===== src/rtl/agc_pkg.sv =====
// Shared definitions for the AGC error integrator.
// Holds the default widths, the signed range helpers, the saturate-to-width
// function used by the difference stage and the saturating adder, and the
// per-sample update kind decoded in the accumulate stage.
package agc_pkg;

    localparam int AGC_BWIDTH     = 18;
    localparam int AGC_AWIDTH     = 30;
    localparam int AGC_DWIDTH     = 27;
    localparam int AGC_OUTWIDTH   = 48;
    localparam int AGC_NUM_CH     = 4;
    localparam int AGC_CH_WIDTH   = (AGC_NUM_CH > 1) ? $clog2(AGC_NUM_CH) : 1;
    localparam int AGC_LEAK_SHIFT = 12;

    // Signed range of a w-bit two's complement value (w <= 63).
    function automatic longint smax(input int w);
        return (longint'(1) <<< (w - 1)) - longint'(1);
    endfunction

    function automatic longint smin(input int w);
        return -(longint'(1) <<< (w - 1));
    endfunction

    localparam longint OUT_MAX = smax(AGC_OUTWIDTH);
    localparam longint OUT_MIN = smin(AGC_OUTWIDTH);
    localparam longint DIF_MAX = smax(AGC_DWIDTH);
    localparam longint DIF_MIN = smin(AGC_DWIDTH);

    // Clip x into the signed w-bit range; caller truncates the result to w bits.
    function automatic longint sat_to_width(input longint x, input int w);
        longint hi;
        longint lo;
        hi = smax(w);
        lo = smin(w);
        if (x > hi)
            return hi;
        else if (x < lo)
            return lo;
        else
            return x;
    endfunction

    // What the accumulate stage does with the sample currently in it.
    typedef enum logic [1:0] {
        UPD_NONE  = 2'd0,   // no valid sample
        UPD_ACC   = 2'd1,   // integrate the product
        UPD_HOLD  = 2'd2,   // frozen: report current value, no change
        UPD_CLEAR = 2'd3    // coincident clear of the same channel
    } upd_kind_e;

endpackage


===== src/rtl/agc_error_integrator_if.sv =====
// Sample/result bundle of the AGC error integrator.
// slave : the integrator side (samples and clear in, results out).
// master: the driver side (detector/level estimator and gain update stage).
// Inputs : Valid, Ch_Id, Port_Data_A, R_level, Error_Coefficient, Freeze,
//          Clear_Ch, Clear_Id
// Outputs: Valid_out_error, Ch_Out, Error_Out, Sat_Flag
interface agc_error_integrator_if
    import agc_pkg::*;
#(
    parameter int BWIDTH   = AGC_BWIDTH,
    parameter int AWIDTH   = AGC_AWIDTH,
    parameter int DWIDTH   = AGC_DWIDTH,
    parameter int OUTWIDTH = AGC_OUTWIDTH,
    parameter int CH_WIDTH = AGC_CH_WIDTH
) ();

    logic                       Valid;
    logic [CH_WIDTH-1:0]        Ch_Id;
    logic signed [AWIDTH-1:0]   Port_Data_A;
    logic signed [DWIDTH-1:0]   R_level;
    logic signed [BWIDTH-1:0]   Error_Coefficient;
    logic                       Freeze;
    logic                       Clear_Ch;
    logic [CH_WIDTH-1:0]        Clear_Id;

    logic                       Valid_out_error;
    logic [CH_WIDTH-1:0]        Ch_Out;
    logic signed [OUTWIDTH-1:0] Error_Out;
    logic                       Sat_Flag;

    modport slave (
        input  Valid, Ch_Id, Port_Data_A, R_level, Error_Coefficient,
               Freeze, Clear_Ch, Clear_Id,
        output Valid_out_error, Ch_Out, Error_Out, Sat_Flag
    );

    modport master (
        output Valid, Ch_Id, Port_Data_A, R_level, Error_Coefficient,
               Freeze, Clear_Ch, Clear_Id,
        input  Valid_out_error, Ch_Out, Error_Out, Sat_Flag
    );

endinterface


===== src/rtl/agc_sat_add.sv =====
// Signed saturating adder.
// Ports: a, b (signed W) addends; sum (signed W) result clipped to the
// W-bit range; ovf high when clipping occurred.
// The exact W+1-bit sum is formed first so the clip decision is never
// based on a wrapped value. W must not exceed 62.
module agc_sat_add
    import agc_pkg::*;
#(
    parameter int W = AGC_OUTWIDTH
) (
    input  logic signed [W-1:0] a,
    input  logic signed [W-1:0] b,
    output logic signed [W-1:0] sum,
    output logic                ovf
);

    logic signed [W:0] wide;
    longint            wide_l;
    longint            clipped_l;

    assign wide      = $signed({a[W-1], a}) + $signed({b[W-1], b});
    assign wide_l    = longint'(wide);
    assign clipped_l = sat_to_width(wide_l, W);
    assign sum       = W'(clipped_l);
    assign ovf       = (clipped_l != wide_l);

endmodule


===== src/rtl/agc_error_integrator.sv =====
// Multi-channel time-multiplexed AGC error integrator.
// Per valid sample: acc[ch] <= sat(acc[ch] + Coeff * sat(R_level - Data)).
// Ports: clk, rst_n (asynchronous, active-low) and bus (slave modport of
// agc_error_integrator_if) carrying samples, freeze, clear and results.
// Pipeline: S1 input register, S2 saturated difference, S3 product
// register, then accumulate/output, so a sample taken at edge n is
// reported at edge n+3. The accumulator is read and written in the same
// cycle, so back-to-back samples of one channel need no forwarding.
// Build option: define AGC_ERR_LEAK_EN for leaky integration
// (acc - (acc >>> LEAK_SHIFT) + prod); otherwise a pure integrator.
module agc_error_integrator
    import agc_pkg::*;
#(
    parameter int BWIDTH     = AGC_BWIDTH,
    parameter int AWIDTH     = AGC_AWIDTH,
    parameter int DWIDTH     = AGC_DWIDTH,
    parameter int OUTWIDTH   = AGC_OUTWIDTH,
    parameter int NUM_CH     = AGC_NUM_CH,
    parameter int CH_WIDTH   = (NUM_CH > 1) ? $clog2(NUM_CH) : 1,
    parameter int LEAK_SHIFT = AGC_LEAK_SHIFT
) (
    input logic                    clk,
    input logic                    rst_n,
    agc_error_integrator_if.slave  bus
);

    localparam int EXT_W  = ((AWIDTH > DWIDTH) ? AWIDTH : DWIDTH) + 1;
    localparam int PROD_W = DWIDTH + BWIDTH;

`ifdef AGC_ERR_LEAK_EN
    localparam bit LEAK_ON = 1'b1;
`else
    localparam bit LEAK_ON = 1'b0;
`endif

    // S1 registers
    logic                       v1_reg;
    logic [CH_WIDTH-1:0]        ch1_reg;
    logic                       frz1_reg;
    logic signed [AWIDTH-1:0]   data1_reg;
    logic signed [DWIDTH-1:0]   r1_reg;
    logic signed [BWIDTH-1:0]   coef1_reg;

    // S2 registers
    logic                       v2_reg;
    logic [CH_WIDTH-1:0]        ch2_reg;
    logic                       frz2_reg;
    logic signed [DWIDTH-1:0]   diff2_reg;
    logic signed [BWIDTH-1:0]   coef2_reg;

    // S3 registers
    logic                       v3_reg;
    logic [CH_WIDTH-1:0]        ch3_reg;
    logic                       frz3_reg;
    logic signed [OUTWIDTH-1:0] prod3_reg;

    // Accumulators and outputs
    logic signed [OUTWIDTH-1:0] acc_reg [NUM_CH];
    logic                       valid_out_reg;
    logic [CH_WIDTH-1:0]        ch_out_reg;
    logic signed [OUTWIDTH-1:0] error_out_reg;
    logic                       sat_flag_reg;

    // Combinational
    logic                       ch_in_range;
    logic signed [EXT_W-1:0]    diff_wide;
    logic signed [DWIDTH-1:0]   diff_sat;
    logic signed [PROD_W-1:0]   prod_full;
    logic signed [OUTWIDTH-1:0] acc_cur;
    logic signed [OUTWIDTH-1:0] leak_term;
    logic signed [OUTWIDTH-1:0] acc_base;
    logic signed [OUTWIDTH-1:0] sum_sat;
    logic                       sum_ovf;
    logic                       clear_hit;
    upd_kind_e                  upd_kind;
    logic [NUM_CH-1:0]          clr_sel;
    logic [NUM_CH-1:0]          upd_sel;

    // Samples for channels beyond NUM_CH are dropped at the input.
    assign ch_in_range = (int'(bus.Ch_Id) < NUM_CH);

    // Difference computed one bit wider than the widest operand, so it never
    // wraps before being clipped into the DWIDTH range.
    assign diff_wide = EXT_W'(r1_reg) - EXT_W'(data1_reg);
    assign diff_sat  = DWIDTH'(sat_to_width(longint'(diff_wide), DWIDTH));
    assign prod_full = PROD_W'(diff2_reg) * PROD_W'(coef2_reg);

    always_ff @(posedge clk or negedge rst_n) begin
        if (!rst_n) begin
            v1_reg    <= 1'b0;
            ch1_reg   <= '0;
            frz1_reg  <= 1'b0;
            data1_reg <= '0;
            r1_reg    <= '0;
            coef1_reg <= '0;
            v2_reg    <= 1'b0;
            ch2_reg   <= '0;
            frz2_reg  <= 1'b0;
            diff2_reg <= '0;
            coef2_reg <= '0;
            v3_reg    <= 1'b0;
            ch3_reg   <= '0;
            frz3_reg  <= 1'b0;
            prod3_reg <= '0;
        end else begin
            v1_reg    <= bus.Valid && ch_in_range;
            ch1_reg   <= bus.Ch_Id;
            frz1_reg  <= bus.Freeze;
            data1_reg <= bus.Port_Data_A;
            r1_reg    <= bus.R_level;
            coef1_reg <= bus.Error_Coefficient;

            v2_reg    <= v1_reg;
            ch2_reg   <= ch1_reg;
            frz2_reg  <= frz1_reg;
            diff2_reg <= diff_sat;
            coef2_reg <= coef1_reg;

            v3_reg    <= v2_reg;
            ch3_reg   <= ch2_reg;
            frz3_reg  <= frz2_reg;
            prod3_reg <= OUTWIDTH'(prod_full);
        end
    end

    assign acc_cur = acc_reg[ch3_reg];

    // The leak only shrinks the magnitude, so acc_base cannot overflow.
    assign leak_term = LEAK_ON ? (acc_cur >>> LEAK_SHIFT) : '0;
    assign acc_base  = acc_cur - leak_term;

    agc_sat_add #(
        .W (OUTWIDTH)
    ) u_sat_add (
        .a   (acc_base),
        .b   (prod3_reg),
        .sum (sum_sat),
        .ovf (sum_ovf)
    );

    assign clear_hit = bus.Clear_Ch && (bus.Clear_Id == ch3_reg);

    // A clear of the channel being updated takes priority over freeze and
    // integration; freeze also suppresses the leak.
    always_comb begin
        upd_kind = UPD_NONE;
        if (v3_reg) begin
            if (clear_hit)
                upd_kind = UPD_CLEAR;
            else if (frz3_reg)
                upd_kind = UPD_HOLD;
            else
                upd_kind = UPD_ACC;
        end
    end

    // Per-channel write selects: the clear port acts on its own, independent
    // of whatever sample sits in the pipeline.
    for (genvar gi = 0; gi < NUM_CH; gi++) begin : g_sel
        assign clr_sel[gi] = bus.Clear_Ch && (int'(bus.Clear_Id) == gi);
        assign upd_sel[gi] = (upd_kind == UPD_ACC) && (int'(ch3_reg) == gi);
    end

    always_ff @(posedge clk or negedge rst_n) begin
        if (!rst_n) begin
            for (int i = 0; i < NUM_CH; i++)
                acc_reg[i] <= '0;
        end else begin
            for (int i = 0; i < NUM_CH; i++) begin
                if (clr_sel[i])
                    acc_reg[i] <= '0;
                else if (upd_sel[i])
                    acc_reg[i] <= sum_sat;
            end
        end
    end

    always_ff @(posedge clk or negedge rst_n) begin
        if (!rst_n) begin
            valid_out_reg <= 1'b0;
            ch_out_reg    <= '0;
            error_out_reg <= '0;
            sat_flag_reg  <= 1'b0;
        end else begin
            valid_out_reg <= v3_reg;
            sat_flag_reg  <= 1'b0;
            if (v3_reg)
                ch_out_reg <= ch3_reg;
            case (upd_kind)
                UPD_CLEAR: error_out_reg <= '0;
                UPD_HOLD:  error_out_reg <= acc_cur;
                UPD_ACC: begin
                    error_out_reg <= sum_sat;
                    sat_flag_reg  <= sum_ovf;
                end
                default:   error_out_reg <= error_out_reg;
            endcase
        end
    end

    assign bus.Valid_out_error = valid_out_reg;
    assign bus.Ch_Out          = ch_out_reg;
    assign bus.Error_Out       = error_out_reg;
    assign bus.Sat_Flag        = sat_flag_reg;

endmodule


===== src/flat_wrapper.sv =====
// flat-port wrapper written by rule: the top's interface ports become plain ports
module agc_error_integrator_flat import agc_pkg::*;
#(
    parameter int BWIDTH     = AGC_BWIDTH,
    parameter int AWIDTH     = AGC_AWIDTH,
    parameter int DWIDTH     = AGC_DWIDTH,
    parameter int OUTWIDTH   = AGC_OUTWIDTH,
    parameter int NUM_CH     = AGC_NUM_CH,
    parameter int CH_WIDTH   = (NUM_CH > 1) ? $clog2(NUM_CH) : 1,
    parameter int LEAK_SHIFT = AGC_LEAK_SHIFT
)
  (clk, rst_n, bus_Valid, bus_Ch_Id, bus_Port_Data_A, bus_R_level, bus_Error_Coefficient, bus_Freeze, bus_Clear_Ch, bus_Clear_Id, bus_Valid_out_error, bus_Ch_Out, bus_Error_Out, bus_Sat_Flag);
  agc_error_integrator_if #(.BWIDTH(BWIDTH), .AWIDTH(AWIDTH), .DWIDTH(DWIDTH), .OUTWIDTH(OUTWIDTH), .CH_WIDTH(CH_WIDTH)) bus_i ();
  input logic clk;
  input logic rst_n;
  input wire logic [$bits(bus_i.Valid)-1:0] bus_Valid;
  input wire logic [$bits(bus_i.Ch_Id)-1:0] bus_Ch_Id;
  input wire logic [$bits(bus_i.Port_Data_A)-1:0] bus_Port_Data_A;
  input wire logic [$bits(bus_i.R_level)-1:0] bus_R_level;
  input wire logic [$bits(bus_i.Error_Coefficient)-1:0] bus_Error_Coefficient;
  input wire logic [$bits(bus_i.Freeze)-1:0] bus_Freeze;
  input wire logic [$bits(bus_i.Clear_Ch)-1:0] bus_Clear_Ch;
  input wire logic [$bits(bus_i.Clear_Id)-1:0] bus_Clear_Id;
  output wire logic [$bits(bus_i.Valid_out_error)-1:0] bus_Valid_out_error;
  output wire logic [$bits(bus_i.Ch_Out)-1:0] bus_Ch_Out;
  output wire logic [$bits(bus_i.Error_Out)-1:0] bus_Error_Out;
  output wire logic [$bits(bus_i.Sat_Flag)-1:0] bus_Sat_Flag;
  assign bus_i.Valid = bus_Valid;
  assign bus_i.Ch_Id = bus_Ch_Id;
  assign bus_i.Port_Data_A = bus_Port_Data_A;
  assign bus_i.R_level = bus_R_level;
  assign bus_i.Error_Coefficient = bus_Error_Coefficient;
  assign bus_i.Freeze = bus_Freeze;
  assign bus_i.Clear_Ch = bus_Clear_Ch;
  assign bus_i.Clear_Id = bus_Clear_Id;
  assign bus_Valid_out_error = bus_i.Valid_out_error;
  assign bus_Ch_Out = bus_i.Ch_Out;
  assign bus_Error_Out = bus_i.Error_Out;
  assign bus_Sat_Flag = bus_i.Sat_Flag;
  agc_error_integrator #(.BWIDTH(BWIDTH), .AWIDTH(AWIDTH), .DWIDTH(DWIDTH), .OUTWIDTH(OUTWIDTH), .NUM_CH(NUM_CH), .CH_WIDTH(CH_WIDTH), .LEAK_SHIFT(LEAK_SHIFT)) u_core (.clk(clk), .rst_n(rst_n), .bus(bus_i));
endmodule

===== config.mk =====
export PLATFORM = sky130hd
export DESIGN_NAME = agc_error_integrator_flat
export DESIGN_NICKNAME = d
export VERILOG_FILES = /design/src/rtl/agc_pkg.sv /design/src/rtl/agc_error_integrator_if.sv /design/src/rtl/agc_sat_add.sv /design/src/rtl/agc_error_integrator.sv /design/src/flat_wrapper.sv
export SDC_FILE = /design/constraint.sdc
export NUM_CORES = 2
export LEC_CHECK = 0
export CAP_MARGIN = 20
export CORE_MARGIN = 5
export CORE_UTILIZATION = 45
export CTS_BUF_LIST = sky130_fd_sc_hd__clkbuf_4 sky130_fd_sc_hd__clkbuf_8 sky130_fd_sc_hd__clkbuf_16
export DETAILED_ROUTE_END_ITERATION = 6
export GPL_TIMING_DRIVEN = 0
export PLACE_DENSITY = 0.59
export SYNTH_ARGS = -nofsm -noshare
export SYNTH_HDL_FRONTEND = slang
export SYNTH_SLANG_ARGS = --single-unit

===== constraint.sdc =====
create_clock -name clk -period 13.8 [get_ports clk]
set_input_delay 1.38 -clock clk [delete_from_list [all_inputs] [get_ports clk]]
set_output_delay 1.38 -clock clk [all_outputs]
set_load 0.05 [all_outputs]

; After elaboration in Yosys (flattened, before gate mapping)
; Cells that the tools add are included.
[totals]
register_bits = 421
inputBits = 84
out_inout_bits = 52
wordCells = 79
[classes]
n_addsub = 2
mul = 1
order_cmp = 5
eq_ne = 11
n_mux = 20
bitwise_logic = 1
n_reduce_logical = 16
[op_table]
columns = operator, count
row1 = $mux 48, 10
row2 = $pmux 48 s3, 1
row3 = $mux 64, 2
row4 = $bmux 48 s2, 1
row5 = $ne 64x49->1, 1
row6 = $mux 27, 2
row7 = $add 48x45->49, 1
row8 = $gt 49x48->1 const B, 1
row9 = $lt 49x48->1 const B, 1
row10 = $mul 27x18->45, 1
row11 = $gt 31x27->1 const B, 1
row12 = $lt 31x27->1 const B, 1
row13 = $sub 27x30->31, 1
row14 = $eq 2x2->1 const B, 6
row15 = $logic_and 1x1->1, 9
row16 = $reduce_bool 2->1, 4
row17 = $eq 2x1->1 const B, 3
row18 = $mux 2, 3
row19 = $logic_not 2->1, 2
row20 = $ge 3x3->1 const B, 1
row21 = $not 2->3, 1
row22 = $reduce_bool 3->1, 1
row23 = $eq 2x2->1, 1
row24 = $mux 1, 1

; Depth between registers and ports, before layout
[depth]
word_depth = 10
ltp_mapped = 26
mapped_depth_nobuf = 24

; By module
; From an unflattened synthesis, not the netlist that was laid out.
[hier_totals]
hier_cells = 3827
area_unflattened_um2 = 36837.8
[by_module_without_submodules]
columns = module, n_inst, cells_per_inst, area_each_um2, seq_area_each_um2
row1 = agc_error_integrator, 1, 3368, 33714.8, 10535.1
row2 = agc_sat_add, 1, 459, 3123.0, 0.0

; Worst setup path before layout
; Ideal clock, no wire load.
[synth_timing]
path_kind = flip-flop to flip-flop
from = register u_core.diff2_reg[15]
to = register u_core.prod3_reg[43]
setup_ns = 0.124
arrival_time_ns = 6.532
t_required_ns = 13.676
slack_ns = 7.144
stages_incl_launch_ff = 25
n_path_buf = 3
period_less_slack_ns = 6.656
cell_sequence = dfrtp_1 -> clkbuf_1 -> clkbuf_1 -> nand2_1 -> fa_1 -> inv_1 -> fa_1 -> fa_1 -> inv_1 -> fa_1 -> inv_1 -> fa_1 -> fa_1 -> ha_1 -> clkbuf_1 -> nand4_1 -> or2_2 -> a2111oi_0 -> nand4bb_1 -> nand2_1 -> o21ai_0 -> o31ai_1 -> o311ai_0 -> o211ai_1 -> xnor2_1
[synth_via]
elab_chain_cells = 1
[synth_lines]
columns = element, line_no
row1 = "start, declared", agc_error_integrator.sv:48  ; logic signed [DWIDTH-1:0] diff2_reg;
row2 = "start signal, assigned", agc_error_integrator.sv:116  ; diff2_reg <= diff_sat;
row3 = $mul 27x18->45, agc_error_integrator.sv:86  ; assign prod_full = PROD_W'(diff2_reg) * PROD_W'(coef2_reg);
row4 = named net u_core.prod_full[43], agc_error_integrator.sv:68  ; logic signed [PROD_W-1:0] prod_full;
row5 = "end signal, assigned", agc_error_integrator.sv:122  ; prod3_reg <= OUTWIDTH'(prod_full);
row6 = "end, declared", agc_error_integrator.sv:55  ; logic signed [OUTWIDTH-1:0] prod3_reg;
; The timed path passes the listed nets, and every way through them passes these cells.
; A chain may end at the register's enable or synchronous reset.

; Final worst setup path
[layout_timing]
from = register u_core.coef2_reg[17]
to = register u_core.prod3_reg[43]
[layout_via]
elab_chain_cells = 1
[layout_lines]
columns = element, line_no
row1 = "start, declared", agc_error_integrator.sv:49  ; logic signed [BWIDTH-1:0] coef2_reg;
row2 = "start signal, assigned", agc_error_integrator.sv:117  ; coef2_reg <= coef1_reg;
row3 = $mul 27x18->45, agc_error_integrator.sv:86
row4 = named net u_core.prod_full[43], agc_error_integrator.sv:68
; The timed path passes the listed nets, and every way through them passes these cells.

==> results.py <==
metrics = {
    "clocking": {
        "cts-root-buf": "clkbuf_16",
        "tritoncts": "built",
        "cts_hold_buf": 0,
        "cts_inserted_buffers": 48,
        "htreeDepth": 2,
        "postCtsSetupRepairBufs": 0,
        "cts_resized": 0,
        "worstSkewPairLatency_ns": 0.63,
        "clk_path_buf_depth": 3,
        "cts.sinks": 421,
        "clkTransAtPathRegs_ns": 0.08,
    },
    "finish": {
        "fin_area_mm2": 0.0408,
        "syn2layout_area_growth_pct": 12.5,
        "drive_above_1_share_pct": 5.09,
        "largest_reg_flops": 192,
        "fin_nets": 4546,
        "fin_cells": 4890,
    },
    "timing": {
        "finalHoldViolCount": 0,
        "tightestPinTransition_ns": 1.12,
        "timing.final.crit_share_pct": 63.0,
        "final_max_slew_viol_count": 0,
        "setup_violations": 0,
        "period_needed_ns": 8.69,
        "fmax_mhz": 115,
        "rsz0062_at_grt": "false",
        "finalClockSkew_ns": 0.0234,
        "whs_ns": 0.332,
        "relSlewSlack_pct": 24.6,
    },
    "die": {
        "die_h_um": 294,
        "fp.dieArea_mm2": 0.0863,
        "die_w_um": 294,
        "rows": 104,
        "ioPinCount": 136,
        "core_mm2": 0.0802,
        "start_util_pct": 45.2,
    },
    "global_route": {
        "track_usage_pct": 24.2,
        "grt_overflow": 0,
        "grt_first_pass_wirelength_um": 162000,
        "grt_max_degree": 121,
        "grt_pass1_vias": 27398,
        "antenna_found_initial": 2,
    },
    "setup_path": {
        "path_cells": "clkinv_1 -> clkbuf_1 -> nor2_1 -> fa_1 -> fa_1 -> fa_1 -> inv_1 -> fa_1 -> inv_1 -> fa_1 -> fa_1 -> ha_1 -> clkbuf_1 -> nand4_1 -> or2_2 -> a2111oi_0 -> nand4bb_1 -> nand2_1 -> o21ai_0 -> o31ai_1 -> o311ai_0 -> o211ai_1 -> xnor2_1",
        "cpMaxStageDelayCell": "a2111oi_0",
        "crit_required_ns": 14.30,
        "crit_fanout": 10,
        "path_delay_family": "adder cells",
        "cp-start-kind": "flop",
        "path_class": "reg -> reg",
        "slowest_delay_ns": 0.81,
        "cp_common_cell": "fa_1",
        "cp.buffers_inverters": 5,
        "endpoint_kind": "flop",
        "arrival_ns": 9.19,
    },
    "placed_design": {
        "place_congestion": 0.952,
        "place_area_mm2": 0.0391,
        "dp_hpwl_um": 81600,
        "place_inst": 4804,
        "portBuffers": 135,
    },
    "synth": {
        "avgSynthCellArea_um2": 10.1,
        "yosysSeqAreaShare_pct": 29.1,
        "synth_nets": 4353,
        "ys_async_sr_fraction_pct": 100,
        "synth_top_area_share_pct": 29.1,
        "netlist.top_cell.by_area": "dfrtp_1",
        "synth_edf_count": 0,
        "synth_area_leaders": "dfrtp_1 29%, fa_1 26%, ha_1 6.6%",
        "netlist_instances": 3602,
        "syn_area_mm2": 0.0363,
        "ys.flop_type": "dfrtp_1",
        "ys_types": 80,
        "synth-seq-cells": 421,
        "synth.most_common_cell": "inv_1",
        "yosys-top-cells-count": "558 x inv_1, 501 x nand2_1, 475 x fa_1",
        "ys_warn_count": 0,
    },
    "flow_run": {
        "max_cap_viol_count": 0,
    },
    "route": {
        "remaining_drc_errors": 0,
        "via_count": 26386,
        "drtPass1Iterations": 7,
        "drtIter0Drc": 1873,
        "finalWirelength_um": 104000,
        "wl_per_cell_um": 21.2,
        "ant_nets": 0,
        "viasPerCell": 5.40,
    },
    "worst_hold_path": {
        "hold_class": "reg -> reg",
    },
    "run_status": {
        "status": "completed",
    },
}
==> area by class of cell <==
cell class              count  area [um^2]
diodes                      2         5.00
plain buffers             190          790
clock buffers              63         1380
clock inverters            20          297
fillers                  7552        39400
inverters                 559         2100
multi-input cells        2432        22800
flip-flops and latches    421        10500
well taps                1060         1330
repair buffers            143         1520
==> through the flow <==
step,TNS (ns),utilization [%],worst slack (ns)
final,0,50.9,5.11
after global routing,0,50.9,4.74
after CTS,0,50.9,5.10
after detailed placement,0,48.8,5.10
after global placement,-3107.62,48.6,-7.49
after floorplan,0,-,7.14
==> placed cells by master, fill, tap and decap left out, drive strengths merged, types with 22 or more instances in the layout <==
| cell type | netlist | routed |
|---|---|---|
| inv | 558 | 559 |
| buf | 28 | 35 |
| nand2 | 501 | 501 |
| xor2 | 39 | 39 |
| clkbuf | 162 | 226 |
| clkdlybuf4s50 | 0 | 134 |
| ha | 192 | 192 |
| xnor2 | 80 | 80 |
| fa | 475 | 475 |
| a221o | 61 | 61 |
| nor2 | 110 | 110 |
| a22o | 35 | 35 |
| a22oi | 43 | 43 |
| dfrtp | 421 | 421 |
| and2 | 155 | 155 |
| nand3 | 22 | 22 |
| a21o | 54 | 54 |
| mux4 | 48 | 48 |
| a21oi | 130 | 130 |
| o21ai | 236 | 236 |
==> path summary, 6_finish.rpt <==
check	start	end	slack [ns]	cells after the start
setup / recovery	u_core.coef2_reg[17]	u_core.prod3_reg[43]	5.11	23
hold / removal	u_core.coef1_reg[12]	u_core.coef2_reg[12]	0.33	0
setup reg to reg	u_core.coef2_reg[17]	u_core.prod3_reg[43]	5.11	23
hold reg to reg	u_core.coef1_reg[12]	u_core.coef2_reg[12]	0.33	0
max in group asynchronous	rst_n	u_core.acc_reg[180]	11.86	3
min in group asynchronous	rst_n	u_core.acc_reg[5]	0.69	1
==> routing by layer <==
layer  part of all wire [%]  vias up  global-route usage [%]
met4                    4.4        2                    8.93
met5                 0.0068        -                       0
met3                    7.0      213                    4.26
met2                     46      948                    39.3
li1                       -    12081                       -
met1                     42    13142                    32.9
==> worst reg2reg max path: cells and delay by family (launching register included) <==
family | cells | cell delay [ns]
compound gates | 5 | 1.93
fa+ha+maj | 7 | 3.05
simple gates | 5 | 1.15
buf+inv | 5 | 1.53
xor+xnor | 1 | 0.15
flops | 1 | 0.80
==> cells by family (layout without fill, tap and decap cells) <==
family	Yosys count	in the layout	synth area share, %
adder cells (fa/ha/maj)	676	676	33.1
AO/OA/AOI/OAI	693	693	12.7
multiplexers	53	53	3.13
buffers and inverters	749	975	7.97
other	0	2	0
XOR/XNOR	119	119	2.88
flip-flops	421	421	29.1
AND/OR/NAND/NOR	891	891	11.2
Power is not shown: default switching activity piles up to over one toggle a cycle in this logic, so the estimate is an artifact.
